`src/rtl/ula_sequencial.sv`:
```
// Multi-cycle ALU: single-cycle logic/arith/shift ops plus iterative multiply and
// restoring divide, all behind a start/busy/done handshake with registered flags.
module ula_sequencial #(
    parameter int LARGURA = 8
) (
    input  logic               clock,
    input  logic               reset_n,
    input  logic [LARGURA-1:0] entrada1,
    input  logic [LARGURA-1:0] entrada2,
    input  logic [3:0]         sinal_ula,
    input  logic               inicio,
    output logic               ocupado,
    output logic               pronto,
    output logic [LARGURA-1:0] saida_ula,
    output logic               zero,
    output logic               carry,
    output logic               overflow,
    output logic               div_zero,
    output logic               invalido
);

    localparam int SW = $clog2(LARGURA);
    localparam int CW = SW + 1;
    localparam logic [CW-1:0] ULTIMA = CW'(LARGURA - 1);

    localparam logic [3:0] OP_AND = 4'b0000;
    localparam logic [3:0] OP_OR  = 4'b0001;
    localparam logic [3:0] OP_ADD = 4'b0010;
    localparam logic [3:0] OP_SUB = 4'b0011;
    localparam logic [3:0] OP_SLT = 4'b0100;
    localparam logic [3:0] OP_XOR = 4'b0101;
    localparam logic [3:0] OP_NOR = 4'b0110;
    localparam logic [3:0] OP_SLL = 4'b0111;
    localparam logic [3:0] OP_SRL = 4'b1000;
    localparam logic [3:0] OP_SRA = 4'b1001;
    localparam logic [3:0] OP_MUL = 4'b1010;
    localparam logic [3:0] OP_DIV = 4'b1011;
    localparam logic [3:0] OP_REM = 4'b1100;

    typedef enum logic [1:0] {
        OCIOSO = 2'd0,
        MULT   = 2'd1,
        DIVI   = 2'd2
    } estado_t;

    estado_t            estado_q, estado_d;
    logic [CW-1:0]      cnt_q, cnt_d;
    logic [3:0]         op_q, op_d;
    logic [LARGURA-1:0] a_q, a_d;
    logic [LARGURA-1:0] b_q, b_d;
    logic [LARGURA-1:0] acc_q, acc_d;
    logic               pronto_q, pronto_d;
    logic [LARGURA-1:0] saida_q, saida_d;
    logic               zero_q, zero_d;
    logic               carry_q, carry_d;
    logic               overflow_q, overflow_d;
    logic               div_zero_q, div_zero_d;
    logic               invalido_q, invalido_d;

    // Single-cycle datapath, evaluated directly on the live inputs
    logic [LARGURA:0]   soma_ext;
    logic [LARGURA-1:0] dif;
    logic [SW-1:0]      shamt;
    logic [LARGURA-1:0] alu_res;
    logic               alu_c, alu_v, alu_dz, alu_inv;

    assign soma_ext = {1'b0, entrada1} + {1'b0, entrada2};
    assign dif      = entrada1 - entrada2;
    assign shamt    = entrada2[SW-1:0];

    always_comb begin
        alu_res = '0;
        alu_c   = 1'b0;
        alu_v   = 1'b0;
        alu_dz  = 1'b0;
        alu_inv = 1'b0;
        case (sinal_ula)
            OP_AND: alu_res = entrada1 & entrada2;
            OP_OR:  alu_res = entrada1 | entrada2;
            OP_ADD: begin
                alu_res = soma_ext[LARGURA-1:0];
                alu_c   = soma_ext[LARGURA];
                alu_v   = (entrada1[LARGURA-1] == entrada2[LARGURA-1]) &&
                          (soma_ext[LARGURA-1] != entrada1[LARGURA-1]);
            end
            OP_SUB: begin
                alu_res = dif;
                alu_c   = (entrada1 < entrada2);
                alu_v   = (entrada1[LARGURA-1] != entrada2[LARGURA-1]) &&
                          (dif[LARGURA-1] != entrada1[LARGURA-1]);
            end
            OP_SLT: alu_res = {{(LARGURA-1){1'b0}}, ($signed(entrada1) < $signed(entrada2))};
            OP_XOR: alu_res = entrada1 ^ entrada2;
            OP_NOR: alu_res = ~(entrada1 | entrada2);
            OP_SLL: alu_res = entrada1 << shamt;
            OP_SRL: alu_res = entrada1 >> shamt;
            OP_SRA: alu_res = $unsigned($signed(entrada1) >>> shamt);
            OP_MUL: alu_res = '0;
            // Only reached as a single-cycle op when the divisor is zero
            OP_DIV: begin
                alu_res = '1;
                alu_dz  = 1'b1;
            end
            OP_REM: begin
                alu_res = entrada1;
                alu_dz  = 1'b1;
            end
            default: alu_inv = 1'b1;
        endcase
    end

    // Iteration datapaths
    logic [LARGURA-1:0] mul_soma;
    logic [LARGURA:0]   rem_desl;
    logic [LARGURA:0]   rem_sub;
    logic               q_bit;
    logic [LARGURA-1:0] rem_novo;
    logic [LARGURA-1:0] quoc_novo;

    assign mul_soma  = acc_q + (b_q[0] ? a_q : '0);
    assign rem_desl  = {acc_q, a_q[LARGURA-1]};
    assign rem_sub   = rem_desl - {1'b0, b_q};
    assign q_bit     = ~rem_sub[LARGURA];
    assign rem_novo  = q_bit ? rem_sub[LARGURA-1:0] : rem_desl[LARGURA-1:0];
    assign quoc_novo = {a_q[LARGURA-2:0], q_bit};

    logic               concluir;
    logic [LARGURA-1:0] res_fin;
    logic               c_fin, v_fin, dz_fin, inv_fin;

    always_comb begin
        estado_d   = estado_q;
        cnt_d      = cnt_q;
        op_d       = op_q;
        a_d        = a_q;
        b_d        = b_q;
        acc_d      = acc_q;
        pronto_d   = 1'b0;
        saida_d    = saida_q;
        zero_d     = zero_q;
        carry_d    = carry_q;
        overflow_d = overflow_q;
        div_zero_d = div_zero_q;
        invalido_d = invalido_q;
        concluir   = 1'b0;
        res_fin    = '0;
        c_fin      = 1'b0;
        v_fin      = 1'b0;
        dz_fin     = 1'b0;
        inv_fin    = 1'b0;

        case (estado_q)
            OCIOSO: begin
                if (inicio) begin
                    op_d  = sinal_ula;
                    a_d   = entrada1;
                    b_d   = entrada2;
                    acc_d = '0;
                    cnt_d = '0;
                    if (sinal_ula == OP_MUL) begin
                        estado_d = MULT;
                    end else if ((sinal_ula == OP_DIV || sinal_ula == OP_REM) &&
                                 (entrada2 != '0)) begin
                        estado_d = DIVI;
                    end else begin
                        concluir = 1'b1;
                        res_fin  = alu_res;
                        c_fin    = alu_c;
                        v_fin    = alu_v;
                        dz_fin   = alu_dz;
                        inv_fin  = alu_inv;
                    end
                end
            end
            MULT: begin
                acc_d = mul_soma;
                a_d   = a_q << 1;
                b_d   = b_q >> 1;
                cnt_d = cnt_q + 1'b1;
                if (cnt_q == ULTIMA) begin
                    concluir = 1'b1;
                    res_fin  = mul_soma;
                    estado_d = OCIOSO;
                    cnt_d    = '0;
                end
            end
            DIVI: begin
                acc_d = rem_novo;
                a_d   = quoc_novo;
                cnt_d = cnt_q + 1'b1;
                if (cnt_q == ULTIMA) begin
                    concluir = 1'b1;
                    res_fin  = (op_q == OP_REM) ? rem_novo : quoc_novo;
                    estado_d = OCIOSO;
                    cnt_d    = '0;
                end
            end
            default: begin
                estado_d = OCIOSO;
                cnt_d    = '0;
            end
        endcase

        if (concluir) begin
            pronto_d   = 1'b1;
            saida_d    = res_fin;
            zero_d     = (res_fin == '0);
            carry_d    = c_fin;
            overflow_d = v_fin;
            div_zero_d = dz_fin;
            invalido_d = inv_fin;
        end
    end

    always_ff @(posedge clock or negedge reset_n) begin
        if (!reset_n) begin
            estado_q   <= OCIOSO;
            cnt_q      <= '0;
            op_q       <= '0;
            a_q        <= '0;
            b_q        <= '0;
            acc_q      <= '0;
            pronto_q   <= 1'b0;
            saida_q    <= '0;
            zero_q     <= 1'b0;
            carry_q    <= 1'b0;
            overflow_q <= 1'b0;
            div_zero_q <= 1'b0;
            invalido_q <= 1'b0;
        end else begin
            estado_q   <= estado_d;
            cnt_q      <= cnt_d;
            op_q       <= op_d;
            a_q        <= a_d;
            b_q        <= b_d;
            acc_q      <= acc_d;
            pronto_q   <= pronto_d;
            saida_q    <= saida_d;
            zero_q     <= zero_d;
            carry_q    <= carry_d;
            overflow_q <= overflow_d;
            div_zero_q <= div_zero_d;
            invalido_q <= invalido_d;
        end
    end

    assign ocupado   = (estado_q != OCIOSO);
    assign pronto    = pronto_q;
    assign saida_ula = saida_q;
    assign zero      = zero_q;
    assign carry     = carry_q;
    assign overflow  = overflow_q;
    assign div_zero  = div_zero_q;
    assign invalido  = invalido_q;

endmodule

```
`config.mk`:
```
export PLATFORM = sky130hd
export DESIGN_NAME = ula_sequencial
export DESIGN_NICKNAME = d
export VERILOG_FILES = /design/src/rtl/ula_sequencial.sv
export SDC_FILE = /design/constraint.sdc
export NUM_CORES = 1
export LEC_CHECK = 0
export CAP_MARGIN = 40
export CORE_ASPECT_RATIO = 1.1
export CORE_UTILIZATION = 40
export CTS_BUF_LIST = sky130_fd_sc_hd__clkbuf_4 sky130_fd_sc_hd__clkbuf_8 sky130_fd_sc_hd__clkbuf_16
export CTS_CLUSTER_DIAMETER = 60
export DETAILED_ROUTE_END_ITERATION = 8
export PLACE_DENSITY = 0.55
export SETUP_SLACK_MARGIN = 0.15
export SYNTH_ARGS = -nofsm -noshare
export SYNTH_HDL_FRONTEND = slang
export SYNTH_SLANG_ARGS = --single-unit
```
`constraint.sdc`:
```
create_clock -name clock -period 5.9 [get_ports clock]
set_input_delay 1.18 -clock clock [delete_from_list [all_inputs] [get_ports clock]]
set_output_delay 1.18 -clock clock [all_outputs]
set_load 0.005 [all_outputs]
```
* Yosys cells after proc, flatten, opt, wreduce, memory -nomap -nowiden
Index checks and enable logic that the tools add are counted.
** Operators by class
- Reductions and logical operators :: 18
- Mux-type cells :: 50
- Bitwise gates (word level) :: 5
- $lt $le $gt $ge :: 2
- Add/subtract/negate cells :: 5
- Equal/unequal tests :: 23
- Shift operators :: 3
** Operators by type and width (number)
- one-hot mux 8 bit (12 select lines) :: 1
- two-way mux 8 bit :: 11
- one-hot mux 8 bit (3 select lines) :: 3
- equality test 4 bit (second input constant) :: 6
- two-way mux 1 bit :: 23
- equality test 4 x 3 -> 1 bit (second input constant) :: 5
- < comparator 8 bit :: 2
- one-hot mux 8 bit (2 select lines) :: 1
- OR reduction 12 bit :: 1
- adder 8 x 8 -> 9 bit :: 1
- subtractor 9 x 8 -> 9 bit :: 1
- adder 8 bit :: 1
- bitwise AND 8 bit :: 1
- equality test 4 x 2 -> 1 bit (second input constant) :: 2
- zero test 8 bit :: 1
- two-way mux 2 bit :: 4
- two-way mux 4 bit :: 2
- NOT 8 bit :: 1
- bitwise OR 8 bit :: 1
- one-hot mux 4 bit (2 select lines) :: 1
- nonzero test 8 bit :: 1
- left shift 8 x 3 -> 8 bit :: 1
- right shift 8 x 3 -> 8 bit :: 1
- >>> shifter 8 x 3 -> 8 bit :: 1
- other kinds (23) :: 33
** Word-level totals
- Register bits after elaboration :: 48
- Output and inout port bits :: 15

* Logic depth before layout (Yosys ltp)
Gate-level depths: netlist (run 1).
- Word-level depth :: 8
- Mapped depth :: 13

* Worst setup path after synthesis (run 1)
No wires, ideal clock.
- Kind :: input to register
- From :: in entrada2[2]
- To :: reg zero_q (netlist: zero)
- Library setup time :: 0.092 ns
- Data arrival time :: 3.868 ns
- Setup slack :: 1.941 ns
- Path buffers :: 2
- Stages on the path :: 12
- Cell sequence :: clkbuf_1 > inv_1 > ha_1 > clkbuf_1 > nor3_1 > a2111oi_0 > nor2_1 > mux2i_1 > o31ai_1 > nand3_2 > or4_4 > o31ai_2
** Between the ends
- Word-level cells in the longest chain between the ends :: 8
- Elaborated cells between the ends (all ways) :: 22
** Ends and longest elaborated chain
- start, declared :: RTL line 9 : input logic [LARGURA-1:0] entrada2,
- branches (longest 8 deep; another with subtractor 8 bit)
- end signal, assigned :: RTL line 239 : zero_q <= zero_d;
- end, declared :: RTL line 54 : logic zero_q, zero_d;
Parallel ways; which one is timed is not known.
A chain may end at the register's enable or synchronous reset.

* Worst setup path in the final report (run 1)
- From :: in entrada1[0]
- To :: reg zero_q (netlist: zero)
** Between the ends
- Word-level cells in the longest chain between the ends :: 8
- Elaborated cells between the ends (all ways) :: 16
** Ends and longest elaborated chain
- start, declared :: RTL line 8 : input logic [LARGURA-1:0] entrada1,
- branches (longest 2 deep; another with subtractor 8 bit)
- one-hot mux 8 bit (12 select lines) * :: RTL line 77 : case (sinal_ula)
- two-way mux 8 bit * :: RTL line 162 : end else if ((sinal_ula == OP_DIV || sinal_ula == OP_REM) &&
- two-way mux 8 bit * :: RTL line 160 : if (sinal_ula == OP_MUL) begin
- two-way mux 8 bit * :: RTL line 154 : if (inicio) begin
- one-hot mux 8 bit (3 select lines) * :: RTL line 152 : case (estado_q)
- zero test 8 bit * :: RTL line 207 : zero_d = (res_fin == '0);
Every way passes the cells marked *.

==> results.txt, run 1 <==
DR iter-0 viols - 394
Worst Skew - 0.00472 ns
Total Neg Setup Slack - 0 ns
Tmin final - 4.70 ns
area grow syn2layout - 12.8%
Congestion Overflow GR - 0
post-synth top area share - 22.0%
largest fanout on the critical path - 7
Largest stage delay, worst path - 0.67 ns
Max Fclk - 213 MHz
leakage power - 2.57 nW
synthesis-stage register bit count - 48
CP Capture Type - register
GRT Total Usage - 28.0%
DR pass1 iterations - 5
fin cells - 878
Final Hold Slack - 0.498 ns
DIE AREA - 0.0141 mm^2
status - complete, no violations
Hold WC Path Type - reg -> reg
Power, Total - 1.87 mW
Placeable Area - 0.0133 mm^2
top cells by area, synth - dfrtp_1, ha_1, nand2_1
syn avg cell area - 8.15 um^2
DRC viols - 0
Vias per Instance - 6.12
number of antenna diodes - 0
FILL cells - 1335
Routed WL - 19.1 mm
Top FF cell, synth - dfrtp_1
clk_lat worst skew - 0.29 ns
initial antenna violation count - 0
sequential fraction of the synthesis area - 22.0%
Root Buffer - clkbuf_16
fin. max-slew vios - 0
Chip Height - 124 um
antenna-violating nets left - 0
final core occ - 46.4%
layout cells sized above 1 - 8.07%
area leader, netlist - dfrtp_1
post-synth cell types - 85
final hold violation count - 0
Critical Path Start Type - input port
CP Data Required Time - 6.10 ns
CP cell instances - clkdlybuf4s50_1 > inv_1 > ha_1 > fa_1 > nor2_1 > o31ai_1 > a221o_1 > a2bb2oi_1 > o311ai_0 > a211oi_1 > o2111ai_1 > o31ai_2
gpl congestion - 1.01
Setup Buffers After CTS - 0
number of core rows - 44
Rel. slew slack - 42.4%
DP HPWL - 15.1 mm
wire per inst - 21.8 um
Worst VDD drop - 0.123 mV
pwr dens - 303 mW/mm^2
crit-path leading delay family - compound AO/OA/AOI/OAI gates
Worst-path clk slew - 0.06 ns
RSZ-0062 raised after global routing - false
# H-tree levels - 2
die width - 113 um
Placed Instances - 870
post_cts resized - 0
Post-Synthesis Cells - 669
vias in the first global route - 5367
Post-synth EDFFs - 0
Worst Path Buf+Inv - 2
CTS tree - yes
period utilization - 79.7%
Final Net Count - 768
vias - 5373
MaxCap Viol Count - 0
Port Buf Inserts - 37
worst setup path category - in -> reg
Ys Warns - 0
Tightest Pin Transition - 0.864 ns
slowest CP cell - clkdlybuf4s50_1
CTS Sinks - 48
IO Count - 38
largest net degree at the start of global routing - 49
setup violators final - 0
Async S/R FF share, synth - 100%
clock buffer count from CTS - 5
Critical Path AT - 4.90 ns
first-pass GRT wire length - 30.3 mm
Net Count, Synth - 743
Clock Tree Buf Depth - 2
synthesized area - 0.00545 mm^2
Hold-fix buffers, CTS - 0
Starting Density - 41.1%
==> through the flow <==
stage,setup slack [ns],cell area [um^2]
after floorplan,1.94,5450
after global placement,0.861,5970
after detailed placement,0.912,6000
after CTS,1.18,6140
after global routing,0.919,6150
final,1.20,6150
==> kinds of logic after synthesis <==
group,count (synthesis),share of synthesized area (%)
simple gates,240,23.1
compound gates,206,26.4
buf+inv,78,6.15
fa+ha+maj,51,12.3
flops,48,22.0
mux,30,7.55
xor+xnor,16,2.57
==> placed cells by master (no fill, tap or decap), drive strengths merged, types with 23 or more instances in the layout <==
master,instances
ha,47
nand3,23
dfrtp,48
clkdlybuf4s50,36
nor2,51
o21ai,49
a21oi,26
nand2,71
inv,42
==> path summary, 6_finish.rpt <==
check	startpoint	to	slack (ns)	cells past startpoint
max	entrada1[0]	zero	1.20	12
min	div_zero	div_zero	0.50	2
max reg2reg	b_q[0]	zero	1.95	11
min reg2reg	div_zero	div_zero	0.50	2
max in group asynchronous	reset_n	saida_ula[5]	4.46	2
min in group asynchronous	reset_n	estado_q[0]	0.99	2
==> cell type report <==
cell class	instances	area [um^2]	share of cell area [%]
Tap cell	184	230	3.74
Inverter	44	170	2.77
Clock inverter	1	5.00	0.0814
Timing Repair Buffer	52	493	8.02
Clock buffer	6	133	2.16
Sequential cell	48	1200	19.5
Multi-Input combinational cell	543	3920	63.7
==> report_power, final <==
group | internal [mW] | leakage [nW] | switching, mW
Combinational | 0.431 | 1.88 | 0.598
Clock | 0.159 | 0.0701 | 0.122
Sequential | 0.443 | 0.620 | 0.113
Total | 1.03 | 2.57 | 0.833
==> synth_stat cells, drive strengths merged (5+ instances only) <==
cell type and n:
o22ai 9, inv 42, nor4b 5, buf 16
nand2b 15, and2 13, a22oi 13, mux4 8
a22o 7, nor4 6, ha 47, a31oi 9
dfrtp 48, o211ai 8, o21bai 5, xor2 7
o21ai 49, nor3b 5, a21o 6, a21oi 26
a2bb2oi 9, or3 7, mux2i 13, nand3 23
nor2b 8, o31ai 9, clkbuf 18, nor3 11
nand2 71, mux2 9, o221ai 5, nor2 51
xnor2 9
==> tightest hold or removal path, stage by stage (launching register included) <==
cell and delay (ns):
dfrtp_1 0.36, nand2_1 0.05, o31ai_1 0.05
==> routing by layer <==
layer	vias up	wire length (um)	GRT usage [%]
met5	-	0	0
li1	2536	-	-
met4	0	1060	14.9
met2	207	9130	47.0
met3	62	910	2.53
met1	2568	8030	35.3
==> flip-flops by register name, indices dropped and copies added (netlist names) <==
signal     cells
div_zero       1
zero           1
carry          1
pronto         1
a_q            8
estado_q       2
invalido       1
op_q           4
b_q            8
cnt_q          4
acc_q          8
overflow       1
saida_ula      8
(Power assumes the default switching activity.)
==> run 2: changes to the inputs <==
- clock period: 5.9 -> 4.4 ns (I/O delays scaled with it)
==> run 2 against run 1 <==
  * Non-clock buffer count up 31
  * Clock power increased by 33%
  * Die area did not move
  * Critical path depth unchanged
  * Sequential power increased by 32%
  * Sequential cell count stayed put
  * Critical path type unchanged
  * Count of clock-buffer cells in the layout stayed put
==> results.txt, run 2 (same netlist as run 1, synthesis figures left out) <==
status - complete, no violations
Placeable Area - 0.0133 mm^2 (unchanged)
vias - 5541 (+3.1%)
Tmin final - 4.18 ns
Rel. slew slack - 37.7% (-4.7 points)
RSZ-0062 raised after global routing - false
# H-tree levels - 2 (unchanged)
Routed WL - 19.2 mm (+0.30%)
vias in the first global route - 5329 (-0.71%)
Chip Height - 124 um (unchanged)
Largest stage delay, worst path - 0.63 ns (-0.04 ns)
Hold Path End - saida_ula[3]
largest net degree at the start of global routing - 49 (unchanged)
number of core rows - 44 (unchanged)
worst setup path category - in -> reg
setup ws final - 0.222 ns (-0.975 ns)
Max Fclk - 239 MHz
Vias per Instance - 6.10 (-0.39%)
post_cts resized - 0 (unchanged)
leakage power - 2.73 nW (+6.0%)
fin cells - 909 (+3.5%)
CP Capture Type - register
CP Data Required Time - 4.60 ns (-1.50 ns)
Hold Crit Start - saida_ula[3]
Port Buf Inserts - 37 (unchanged)
Hold WC Path Type - reg -> reg
initial antenna violation count - 0 (unchanged)
Setup Buffers After CTS - 0 (unchanged)
Critical Path AT - 4.38 ns (-0.52 ns)
CTS Sinks - 48 (unchanged)
Total Neg Setup Slack - 0 ns (unchanged)
period utilization - 94.9%
DR pass1 iterations - 5 (unchanged)
Worst R2R Path Depth - 11 (unchanged)
layout cells sized above 1 - 12.0% (+3.9 points)
RR Startpoint - b_q[0]
CP cell instances - clkdlybuf4s50_1 > inv_1 > ha_1 > fa_1 > nor2_1 > o31ai_1 > a221o_1 > a2bb2oi_1 > o311ai_0 > a211oi_1 > o2111ai_1 > o31ai_2
GRT Total Usage - 27.8% (-0.21 points)
setup violators final - 0 (unchanged)
Placed Instances - 902 (+3.7%)
first-pass GRT wire length - 30.0 mm (-0.93%)
Cell Area, Placed - 0.00627 mm^2 (+4.4%)
commonest non-fill, non-tap cells in the layout - nand2_1, nor2_1, dfrtp_1
Root Buffer - clkbuf_16
Worst VDD drop - 0.152 mV (+24%)
fin area - 0.00640 mm^2 (+4.2%)
gpl congestion - 1.01 (about the same)
clk_lat worst skew - 0.29 ns (about the same)
area grow syn2layout - 17.4%
DIE AREA - 0.0141 mm^2 (unchanged)
CTS tree - yes
Placement Setup Slack - -0.0135 ns (-0.926 ns)
wire per inst - 21.1 um (-3.1%)
pwr dens - 391 mW/mm^2 (+29%)
Congestion Overflow GR - 0 (unchanged)
largest fanout on the critical path - 7 (unchanged)
MaxCap Viol Count - 0 (unchanged)
DRC viols - 0 (unchanged)
commonest non-fill, non-tap cell in the layout - nand2_1
antenna-violating nets left - 0 (unchanged)
final hold violation count - 0 (unchanged)
number of antenna diodes - 0 (unchanged)
Worst Path Buf+Inv - 2 (unchanged)
Worst Skew - 0.00239 ns (-0.00233 ns)
Critical Path Start Type - input port
RR Endpoint - zero
slowest CP cell - clkdlybuf4s50_1
Tightest Pin Transition - 0.933 ns (+0.0684 ns)
crit-path leading delay family - compound AO/OA/AOI/OAI gates
R2R Setup Slk - 0.76 ns (-1.19 ns)
Worst-path clk slew - 0.06 ns (about the same)
DR iter-0 viols - 558 (+42%)
DP HPWL - 15.2 mm (+0.34%)
Clock Tree Buf Depth - 2 (unchanged)
Starting Density - 41.1% (unchanged)
clock buffer count from CTS - 5 (unchanged)
WHS Path Cells - 1 (-1)
Final Net Count - 799 (+4.0%)
die width - 113 um (unchanged)
fin. max-slew vios - 0 (unchanged)
IO Count - 38 (unchanged)
Hold-fix buffers, CTS - 0 (unchanged)
-- run 2: report_power, final --
part | switching (mW) | internal [mW] | leakage [nW]
registers | 0.136 | 0.594 | 0.620
clock network | 0.162 | 0.213 | 0.0701
logic | 0.792 | 0.608 | 2.04
-- run 2: worst max-delay path by stage --
stage	startpoint	endpoint	slack [ns]	depth (start not counted)
2_1_floorplan	entrada2[2]	zero	0.74	12
3_3_place_gp	entrada1[0]	zero	0.09	12
3_5_place_dp	entrada1[0]	zero	-0.01	12
4_1_cts	entrada1[0]	zero	0.28	12
5_1_grt	entrada1[0]	zero	0.17	12
6_report	entrada1[0]	zero	0.22	12
-- run 2: routing by layer --
metal / vias to the layer above / share of wire (%) / track usage [%] / wire (um)
met5: - / 0 / 0 / 0
met4: 0 / 3.8 / 11.3 / 735
met3: 46 / 6.1 / 2.43 / 1160
met2: 229 / 49 / 47.3 / 9350
met1: 2668 / 41 / 35.9 / 7930
li1: 2598 / - / - / -
-- run 2: stage by stage --
step,util (%),hold WS (ns),power (mW)
after global routing,48.3,0.529,2.69
after global placement,47.2,0.477,2.11
after floorplan,-,0.463,1.64
after detailed placement,47.2,0.477,2.13
final,48.3,0.490,2.50
after CTS,48.3,0.492,2.51
-- run 2: area by class of cell --
type	instances	area, um^2
Sequential cell	48	1200
Clock buffer	6	133
Clock inverter	1	5.00
Fill cell	1318	6860
Tap cell	184	230
Timing Repair Buffer	83	748
Inverter	44	170
Multi-Input combinational cell	543	3920
